<file path="src/rtl/speed_meter_multi_pkg.sv">
// ---------------------------------------------------------------------------
// speed_meter_multi_pkg
// Shared definitions for the multi-channel speed meter:
//   - edge_sel encodings (EDGE_RISE, EDGE_FALL, EDGE_BOTH; code 3 acts as rise)
//   - per-channel state enum (IDLE = disarmed, ARMED = measuring)
//   - default counter width and timeout
//   - edge_qualify(): turns a synchronised sample plus its history bit into
//     a qualified edge event for the selected edge mode
// ---------------------------------------------------------------------------
package speed_meter_multi_pkg;

    localparam logic [1:0] EDGE_RISE = 2'd0;
    localparam logic [1:0] EDGE_FALL = 2'd1;
    localparam logic [1:0] EDGE_BOTH = 2'd2;

    localparam int DEF_CNT_W   = 32;
    localparam int DEF_TIMEOUT = 1000000;

    typedef enum logic {
        IDLE  = 1'b0,
        ARMED = 1'b1
    } chan_state_e;

    // Code 3 is unassigned and deliberately falls into the rising default.
    function automatic logic edge_qualify(input logic [1:0] sel,
                                          input logic       cur,
                                          input logic       prev);
        case (sel)
            EDGE_FALL: return ~cur & prev;
            EDGE_BOTH: return cur ^ prev;
            default:   return cur & ~prev;
        endcase
    endfunction

endpackage

</file>
<file path="src/rtl/speed_meter_channel.sv">
// ---------------------------------------------------------------------------
// speed_meter_channel
// One measurement channel: 2-FF synchroniser + history FF, edge qualifier,
// saturating period counter, 2^AVG_LOG2 sample accumulator, stall timeout
// and the IDLE/ARMED state machine.
//
// Ports:
//   clk, reset     system clock, asynchronous active-high reset
//   in_i           raw sensor pin (asynchronous)
//   edge_sel_i     edge mode (already registered by the top)
//   sel_change_i   one-cycle pulse: edge mode changed, disarm and discard
//   period_o       averaged period in clk cycles, 0 after a stall
//   valid_o        one-cycle strobe when period_o was updated
//   stalled_o      1 = no valid measurement yet or timed out
//   armed_o        debug view of the state machine (1 = ARMED)
//
// Output protocol: valid_o is a pure strobe with no back-pressure; a consumer
// must capture period_o/stalled_o in the cycle valid_o is high. period_o and
// stalled_o hold their value between strobes.
// ---------------------------------------------------------------------------
module speed_meter_channel
    import speed_meter_multi_pkg::*;
#(
    parameter int CNT_W    = DEF_CNT_W,
    parameter int AVG_LOG2 = 2,
    parameter int TIMEOUT  = DEF_TIMEOUT
) (
    input  logic             clk,
    input  logic             reset,
    input  logic             in_i,
    input  logic [1:0]       edge_sel_i,
    input  logic             sel_change_i,
    output logic [CNT_W-1:0] period_o,
    output logic             valid_o,
    output logic             stalled_o,
    output logic             armed_o
);

    localparam int ACC_W = CNT_W + AVG_LOG2;
    localparam int SC_W  = AVG_LOG2 + 1;
    localparam logic [SC_W-1:0]  SC_LAST = SC_W'((1 << AVG_LOG2) - 1);
    localparam logic [CNT_W-1:0] TO_MAX  = CNT_W'(TIMEOUT);
    localparam logic [CNT_W-1:0] TO_LAST = CNT_W'(TIMEOUT - 1);

    // Input path
    logic sync1_q, sync2_q, hist_q, evt_q;

    // Measurement state
    chan_state_e      state_q;
    logic [CNT_W-1:0] cnt_q;
    logic [ACC_W-1:0] acc_q;
    logic [SC_W-1:0]  sc_q;
    logic [CNT_W-1:0] period_q;
    logic             valid_q;
    logic             stalled_q;

    logic [ACC_W-1:0] sum_d;
    logic [CNT_W-1:0] cnt_inc_d;

    // The qualified edge is registered so a pin change reaches the state
    // machine three clocks later; the result strobe follows one clock after.
    always_ff @(posedge clk or posedge reset) begin
        if (reset) begin
            sync1_q <= 1'b0;
            sync2_q <= 1'b0;
            hist_q  <= 1'b0;
            evt_q   <= 1'b0;
        end else begin
            sync1_q <= in_i;
            sync2_q <= sync1_q;
            hist_q  <= sync2_q;
            evt_q   <= edge_qualify(edge_sel_i, sync2_q, hist_q);
        end
    end

    // Accumulator is CNT_W+AVG_LOG2 wide, so the full set cannot overflow.
    assign sum_d     = acc_q + ACC_W'(cnt_q);
    assign cnt_inc_d = (cnt_q == TO_MAX) ? cnt_q : cnt_q + CNT_W'(1);

    always_ff @(posedge clk or posedge reset) begin
        if (reset) begin
            state_q   <= IDLE;
            cnt_q     <= '0;
            acc_q     <= '0;
            sc_q      <= '0;
            period_q  <= '0;
            valid_q   <= 1'b0;
            stalled_q <= 1'b1;
        end else begin
            valid_q <= 1'b0;
            if (sel_change_i) begin
                // Mode change: drop the partial set, keep the last result.
                state_q <= IDLE;
                cnt_q   <= '0;
                acc_q   <= '0;
                sc_q    <= '0;
            end else if (state_q == IDLE) begin
                // First edge only opens a period; nothing to sample yet.
                if (evt_q) begin
                    state_q <= ARMED;
                    cnt_q   <= CNT_W'(1);
                end
            end else begin
                if (evt_q) begin
                    // An edge on the timeout cycle wins over the timeout.
                    cnt_q <= CNT_W'(1);
                    if (sc_q == SC_LAST) begin
                        period_q  <= sum_d[ACC_W-1:AVG_LOG2];
                        valid_q   <= 1'b1;
                        stalled_q <= 1'b0;
                        acc_q     <= '0;
                        sc_q      <= '0;
                    end else begin
                        acc_q <= sum_d;
                        sc_q  <= sc_q + SC_W'(1);
                    end
                end else if (cnt_q == TO_LAST) begin
                    // Counter would reach TIMEOUT: report the stall once.
                    state_q   <= IDLE;
                    cnt_q     <= '0;
                    acc_q     <= '0;
                    sc_q      <= '0;
                    period_q  <= '0;
                    valid_q   <= 1'b1;
                    stalled_q <= 1'b1;
                end else begin
                    cnt_q <= cnt_inc_d;
                end
            end
        end
    end

    assign period_o  = period_q;
    assign valid_o   = valid_q;
    assign stalled_o = stalled_q;
    assign armed_o   = (state_q == ARMED);

endmodule

</file>
<file path="src/rtl/speed_meter_multi.sv">
// ---------------------------------------------------------------------------
// speed_meter_multi
// Multi-channel tacho/encoder period meter. Each of CHANNELS inputs gets an
// independent speed_meter_channel; the edge mode is shared and registered
// here so a change can be broadcast to every channel as a one-cycle pulse.
//
// Ports:
//   clk        system clock, rising edge
//   reset      asynchronous, active-high reset
//   in         CHANNELS raw sensor inputs (asynchronous)
//   edge_sel   0 rise, 1 fall, 2 both, 3 rise; common to all channels
//   period     CHANNELS*CNT_W averaged periods, channel n at [n*CNT_W +: CNT_W]
//   valid      per-channel one-cycle update strobe
//   stalled    per-channel stall/no-measurement flag
//   state_dbg  per-channel state machine view (1 = ARMED)
// ---------------------------------------------------------------------------
module speed_meter_multi
    import speed_meter_multi_pkg::*;
#(
    parameter int CHANNELS = 2,
    parameter int CNT_W    = DEF_CNT_W,
    parameter int AVG_LOG2 = 2,
    parameter int TIMEOUT  = DEF_TIMEOUT
) (
    input  logic                      clk,
    input  logic                      reset,
    input  logic [CHANNELS-1:0]       in,
    input  logic [1:0]                edge_sel,
    output logic [CHANNELS*CNT_W-1:0] period,
    output logic [CHANNELS-1:0]       valid,
    output logic [CHANNELS-1:0]       stalled,
    output logic [CHANNELS-1:0]       state_dbg
);

    logic [1:0] edge_sel_q;
    logic       sel_change_d;

    // Channels qualify edges with the registered mode; the cycle in which
    // the raw mode differs from it is the broadcast disarm pulse.
    always_ff @(posedge clk or posedge reset) begin
        if (reset) begin
            edge_sel_q <= EDGE_RISE;
        end else begin
            edge_sel_q <= edge_sel;
        end
    end

    assign sel_change_d = (edge_sel != edge_sel_q);

    for (genvar g = 0; g < CHANNELS; g++) begin : g_ch
        speed_meter_channel #(
            .CNT_W    (CNT_W),
            .AVG_LOG2 (AVG_LOG2),
            .TIMEOUT  (TIMEOUT)
        ) u_ch (
            .clk          (clk),
            .reset        (reset),
            .in_i         (in[g]),
            .edge_sel_i   (edge_sel_q),
            .sel_change_i (sel_change_d),
            .period_o     (period[g*CNT_W +: CNT_W]),
            .valid_o      (valid[g]),
            .stalled_o    (stalled[g]),
            .armed_o      (state_dbg[g])
        );
    end

endmodule

</file>
<file path="config.mk">
export PLATFORM = sky130hd
export DESIGN_NAME = speed_meter_multi
export DESIGN_NICKNAME = d
export VERILOG_FILES = /design/src/rtl/speed_meter_multi_pkg.sv /design/src/rtl/speed_meter_channel.sv /design/src/rtl/speed_meter_multi.sv
export SDC_FILE = /design/constraint.sdc
export NUM_CORES = 1
export LEC_CHECK = 0
export BUFFER_PORTS_ARGS = -buffer_cell sky130_fd_sc_hd__buf_2
export CAP_MARGIN = 20
export CORE_ASPECT_RATIO = 1.75
export CORE_MARGIN = 10
export CORE_UTILIZATION = 30
export CTS_BUF_LIST = sky130_fd_sc_hd__clkbuf_4 sky130_fd_sc_hd__clkbuf_8
export DETAILED_ROUTE_END_ITERATION = 10
export GPL_TIMING_DRIVEN = 1
export PLACE_DENSITY = 0.55
export SYNTH_ARGS = -nofsm -noshare
export SYNTH_HDL_FRONTEND = slang
export SYNTH_SLANG_ARGS = --single-unit
</file>
<file path="constraint.sdc">
create_clock -name clk -period 10.1 [get_ports clk]
set_input_delay 2.02 -clock clk [delete_from_list [all_inputs] [get_ports clk]]
set_output_delay 2.02 -clock clk [all_outputs]
set_load 0.02 [all_outputs]
</file>
# --- Yosys cells after proc, flatten, opt, wreduce, memory -nomap -nowiden ---
# Index checks and enable logic that the tools add are counted.
totals:
  register_bits: 218
  out_inout_bits: 70
  wordCells: 133
op_classes:
  n_reduce_logical: 14
  n_eq_ne: 13
  addsub: 6
  n_bitwise: 11
  mux: 66
op_table:
  columns: ["operator", "n"]
  rows:
  - ["32-bit 2-to-1 mux", 18]
  - ["34-bit 2-to-1 mux", 10]
  - ["32-bit by 20-bit == test with 1-bit output (second input constant)", 4]
  - ["34-bit by 32-bit adder with 34-bit output", 2]
  - ["32-bit by 1-bit adder with 32-bit output (second input constant)", 2]
  - ["3-bit 2-to-1 mux", 10]
  - ["1-bit 2-to-1 mux", 26]
  - ["3-bit nonzero test", 4]
  - ["2-bit AND reduction", 4]
  - ["4-bit AND reduction", 2]
  - ["2-bit nonzero test", 4]
  - ["3-bit by 1-bit adder with 3-bit output (second input constant)", 2]
  - ["3-bit by 2-bit == test with 1-bit output (second input constant)", 2]
  - ["1-bit NOT", 5]
  - ["1-bit AND", 4]
  - ["2-bit inequality test (second input constant)", 2]
  - ["4-bit by 2-bit inequality test with 1-bit output (second input constant)", 1]
  - ["4-bit by 3-bit inequality test with 1-bit output (second input constant)", 1]
  - ["1-bit case mux with 2 select lines", 2]
  - ["2-bit by 1-bit == test with 1-bit output (second input constant)", 1]
  - ["2-bit == test (second input constant)", 1]
  - ["2-bit inequality test", 1]
  - ["1-bit XOR", 2]

# --- Depth between registers and ports, before layout ---
logic_depth:
  depth_word: 6
  depth_mapped: 13
  ltp_nobuf: 13

# --- Modules after synthesis ---
# Synthesis repeated with hierarchy kept, for this count alone.
hier_totals:
  cells_unflattened: 1346
  hier_area_um2: 12928.6
modules_own_cells:
  columns: ["mod", "area_each_um2", "n_inst", "cells_each"]
  rows:
  - ["speed_meter_channel at g_ch[1].u_ch", 6444.9, 1, 675]
  - ["speed_meter_channel at g_ch[0].u_ch", 6408.6, 1, 665]
  - ["speed_meter_multi", 75.1, 1, 6]

# --- Worst setup path after synthesis ---
# OpenSTA, ideal clock, no wires.
synth_timing:
  kind: "input to register"
  from: "in edge_sel[1]"
  to: "reg g_ch[0].u_ch.cnt_q[18]"
  n_path_buf: 1
  required_time_ns: 9.990
  setup_ns: 0.110
  cell_stages: 8
  slack_ns: 6.369
  arrival_time_ns: 3.621
  cell_sequence: "xnor2_1 -> and2_1 -> nand2_1 -> or3_1 -> buf_2 -> nor2_1 -> nand2_1 -> o41ai_1"
synth_between:
  elab_chain_cells: 3
  word_cells_on_any_way: 5
synth_lines:
  columns: ["item", "line_no", "source"]
  rows:
  - ["start: declaration", "speed_meter_multi.sv:28", "input logic [1:0] edge_sel,"]
  - ["2-bit inequality test *", "speed_meter_multi.sv:48", "assign sel_change_d = (edge_sel != edge_sel_q);"]
  - ["4-bit by 2-bit inequality test with 1-bit output (no line) or 3-bit nonzero test (tied branches)", null, null]
  - ["2-bit AND reduction (no line)", null, null]
  - ["end signal: assignment", "speed_meter_channel.sv:127", "cnt_q <= cnt_inc_d;"]
  - ["end: declaration", "speed_meter_channel.sv:50", "logic [CNT_W-1:0] cnt_q;"]
# Every way passes the cells marked *; elsewhere a longest branch is shown, timed or not.
# A chain may end at the register's enable or synchronous reset.

# --- Worst setup path after layout ---
layout_timing:
  from: "in edge_sel[0]"
  to: "reg g_ch[0].u_ch.cnt_q[18]"
# Same word-level chain as after synthesis.

==> reports/metrics.csv <==
stage,metric,value,unit
logic_synthesis,synth_cell_types,74,
clocking,cts_sinks,218,
setup_path,critPathMaxFanout,18,
setup_path,required,10560,ps
clocking,postCtsSetupRepairBufs,0,
sta,setup_viol,0,
final_layout,syn_to_final_growth,14.05,%
sta,period_minus_slack,4110,ps
sta,slew-limit-headroom,29.95,%
power_and_ir_drop,p_leak,6.770,nW
drt,final_antenna_net_count,0,
logic_synthesis,synth_edf_count,0,
power_and_ir_drop,power.clock.fraction,47.5,%
logic_synthesis,synth_common_cells,"dfrtp_1, nand2_1, o21ai_0, nor2_1, a22o_1",
logic_synthesis,synth_area,0.01227,mm^2
logic_synthesis,yosysTopAreaCell,dfrtp_1,
placed_design,detailedPlace.worstSlack,5381,ps
setup_path,crit_type,in2reg,
sta,hold_violations,0,
drt,drt_iter0_drc,576,
sta,setup_ws,5990,ps
floorplan,rows,98,
setup_path,arrival,4570,ps
floorplan,die_area,0.04970,mm^2
drt,wl,34.05,mm
placed_design,place_area,0.01320,mm^2
clocking,cts_max_level,2,
logic_synthesis,ys_seq_area_share,44.49,%
global_routing,grt_max_degree,91,
global_routing,grt_pass1_vias,10150,
final_layout,layout-drive-gt1-share,13.11,%
run_status,status,completed,
clocking,clk_pin_slew_worst_paths,70,ps
sta,worst_pin_slew,1051,ps
clocking,cts_max_path_buffers,3,
floorplan,core_area,0.04071,mm^2
placed_design,dp.cells,1865,
placed_design,place_congestion,0.8882,
final_layout,instances_no_fill,1932,
setup_path,critPathBufInv,1,
sta,max_freq,0.2433,GHz
drt,via_count,9908,
power_and_ir_drop,p_int,1.362,mW
global_routing,grt_pass1_wl,55.28,mm
sta,fin_tns_setup,0,ps
job,drv_cap,0,
setup_path,crit_slowest_cell,nor2_1,
logic_synthesis,postSynthAreaPerCell,9.568,um^2
clocking,cts_resized,0,
logic_synthesis,ys.flop_type,dfrtp_1,
power_and_ir_drop,power.total,1.814,mW
power_and_ir_drop,seqPwrFrac,48.6,%
setup_path,crit_chain,"buf_2, xnor2_1, and2_1, nand2_1, or3_1, nor2_1, nand2_1, o41ai_1",
sta,period_share,40.69,%
power_and_ir_drop,max-vdd-ir-drop,0.07430,mV
sta,drv_slew,0,
setup_path,crit_path_end_kind,flip-flop,
setup_path,crit_top_cell,nand2_1,
clocking,clock_latency,580,ps
clocking,root_buffer,clkbuf_8,
drt,dr.pass1.iters,4,
floorplan,die_w,172.9,um
logic_synthesis,yosysWarnings,0,
floorplan,start_util,30.13,%
final_layout,design_area,0.01399,mm^2
logic_synthesis,synth_seq_cells,218,
drt,via_per_inst,5.128,
power_and_ir_drop,pwr-share-comb,3.8,%
clocking,cts_tree,built,
logic_synthesis,synth.top_cell.area_share,44.06,%
power_and_ir_drop,netSwitchingFraction,24.90,%
final_layout,fin_nets,1439,
drt,wire_per_inst,17.62,um
clocking,hold_buffers,0,
sta,grt_setup_unrepaired,false,
setup_path,critPathMaxStageDelay,670,ps
setup_path,critPathTopFamily,simple AND/OR/NAND/NOR gates,
logic_synthesis,async_flop_share,100.0,%
setup_path,crit_path_start_kind,primary input,
worst_hold_path,hold_path_class,reg2reg,
drt,drc,0,
global_routing,antenna_found_initial,1,
global_routing,grt_overflow,0,
logic_synthesis,synth_most_common_cell,dfrtp_1,
final_layout,final_util,34.37,%
placed_design,hpwl,24.81,mm
sta,fin_skew,31.10,ps
global_routing,track_usage,13.61,%
power_and_ir_drop,p_per_area,129.7,mW/mm^2
logic_synthesis,synth_area_leaders,"dfrtp_1, ha_1, a22o_1, o21ai_0, nand2_1",
floorplan,die_height,287.5,um
sta,hold_ws,348.8,ps
setup_path,r2r_slack,6600,ps
logic_synthesis,synth_nets,1366,
floorplan,boundaryPins,76,
power_and_ir_drop,p_sw,0.4518,mW
logic_synthesis,netlist_instances,1282,
placed_design,io_buffers,75,
clocking,cts_made_buffers,37,
==> kinds of logic after synthesis <==
kind of cell    Yosys count  share of synthesized area (%)
simple gates            424                          16.71
flops                   218                          44.49
compound gates          377                          20.87
xor+xnor                 93                          6.640
buf+inv                  89                          2.958
fa+ha+maj                78                          8.078
mux                       3                         0.2550
==> registers in the layout (all words and copies together), names as in the netlist, 6 cells and up <==
signal	cells
g_ch.u_ch.acc_q	68
g_ch.u_ch.cnt_q	64
g_ch.u_ch.period_o	64
g_ch.u_ch.sc_q	6
==> layer usage <==
layer,share of wire [%],track usage (%),vias to the layer above
met3,3.8,2.388,71
met2,54,25.82,182
met1,39,14.26,4845
met4,3.5,6.273,0
met5,0,0,-
li1,-,-,4810
==> final timing paths <==
kind,from,cells past startpoint,end
worst max register to register,g_ch[1].u_ch.cnt_q[0],13,g_ch[1].u_ch.period_o[30]
worst min-delay path,g_ch[0].u_ch.sync1_q,0,g_ch[0].u_ch.sync2_q
min in group asynchronous,reset,2,g_ch[1].u_ch.period_o[24]
worst min register to register,g_ch[0].u_ch.sync1_q,0,g_ch[0].u_ch.sync2_q
max in group asynchronous,reset,3,g_ch[0].u_ch.period_o[30]
worst max-delay path,edge_sel[0],8,g_ch[0].u_ch.cnt_q[18]
==> power by group through the flow <==
stage	logic, mW	registers [mW]	clock network [mW]
finish	0.0694	0.883	0.862
global route	0.0801	0.883	0.927
CTS	0.0718	0.882	0.897
detailed placement	0.0720	0.898	0
global placement	0.0701	0.898	0
floorplan	0.0484	0.896	0
==> cell type report <==
class	count	area [um^2]
clock inverters	9	80.08
fillers	4236	26720
diodes	1	2.502
multi-input cells	975	6455
flip-flops and latches	218	5458
well taps	550	688.2
clock buffers	56	701.9
inverters	37	146.4
repair buffers	86	457.9
==> cell usage in the layout (no fill, tap or decap), types with 10 or more instances in the layout <==
| master | n |
|---|---|
| buf_2 | 75 |
| clkbuf_8 | 45 |
| inv_1 | 35 |
| o21a_1 | 18 |
| xor2_1 | 49 |
| nand2_1 | 134 |
| and3_1 | 22 |
| nor3_1 | 19 |
| a21o_1 | 25 |
| o21ai_0 | 110 |
| a21oi_1 | 66 |
| buf_4 | 11 |
| nand4_1 | 25 |
| and4_1 | 10 |
| o21ai_1 | 10 |
| a22o_1 | 87 |
| dfrtp_1 | 216 |
| nor4_1 | 11 |
| clkbuf_4 | 11 |
| xnor2_1 | 44 |
| nand3_1 | 34 |
| ha_1 | 76 |
| nor2_1 | 105 |
| nor2b_1 | 15 |
(Power assumes the default switching activity.)
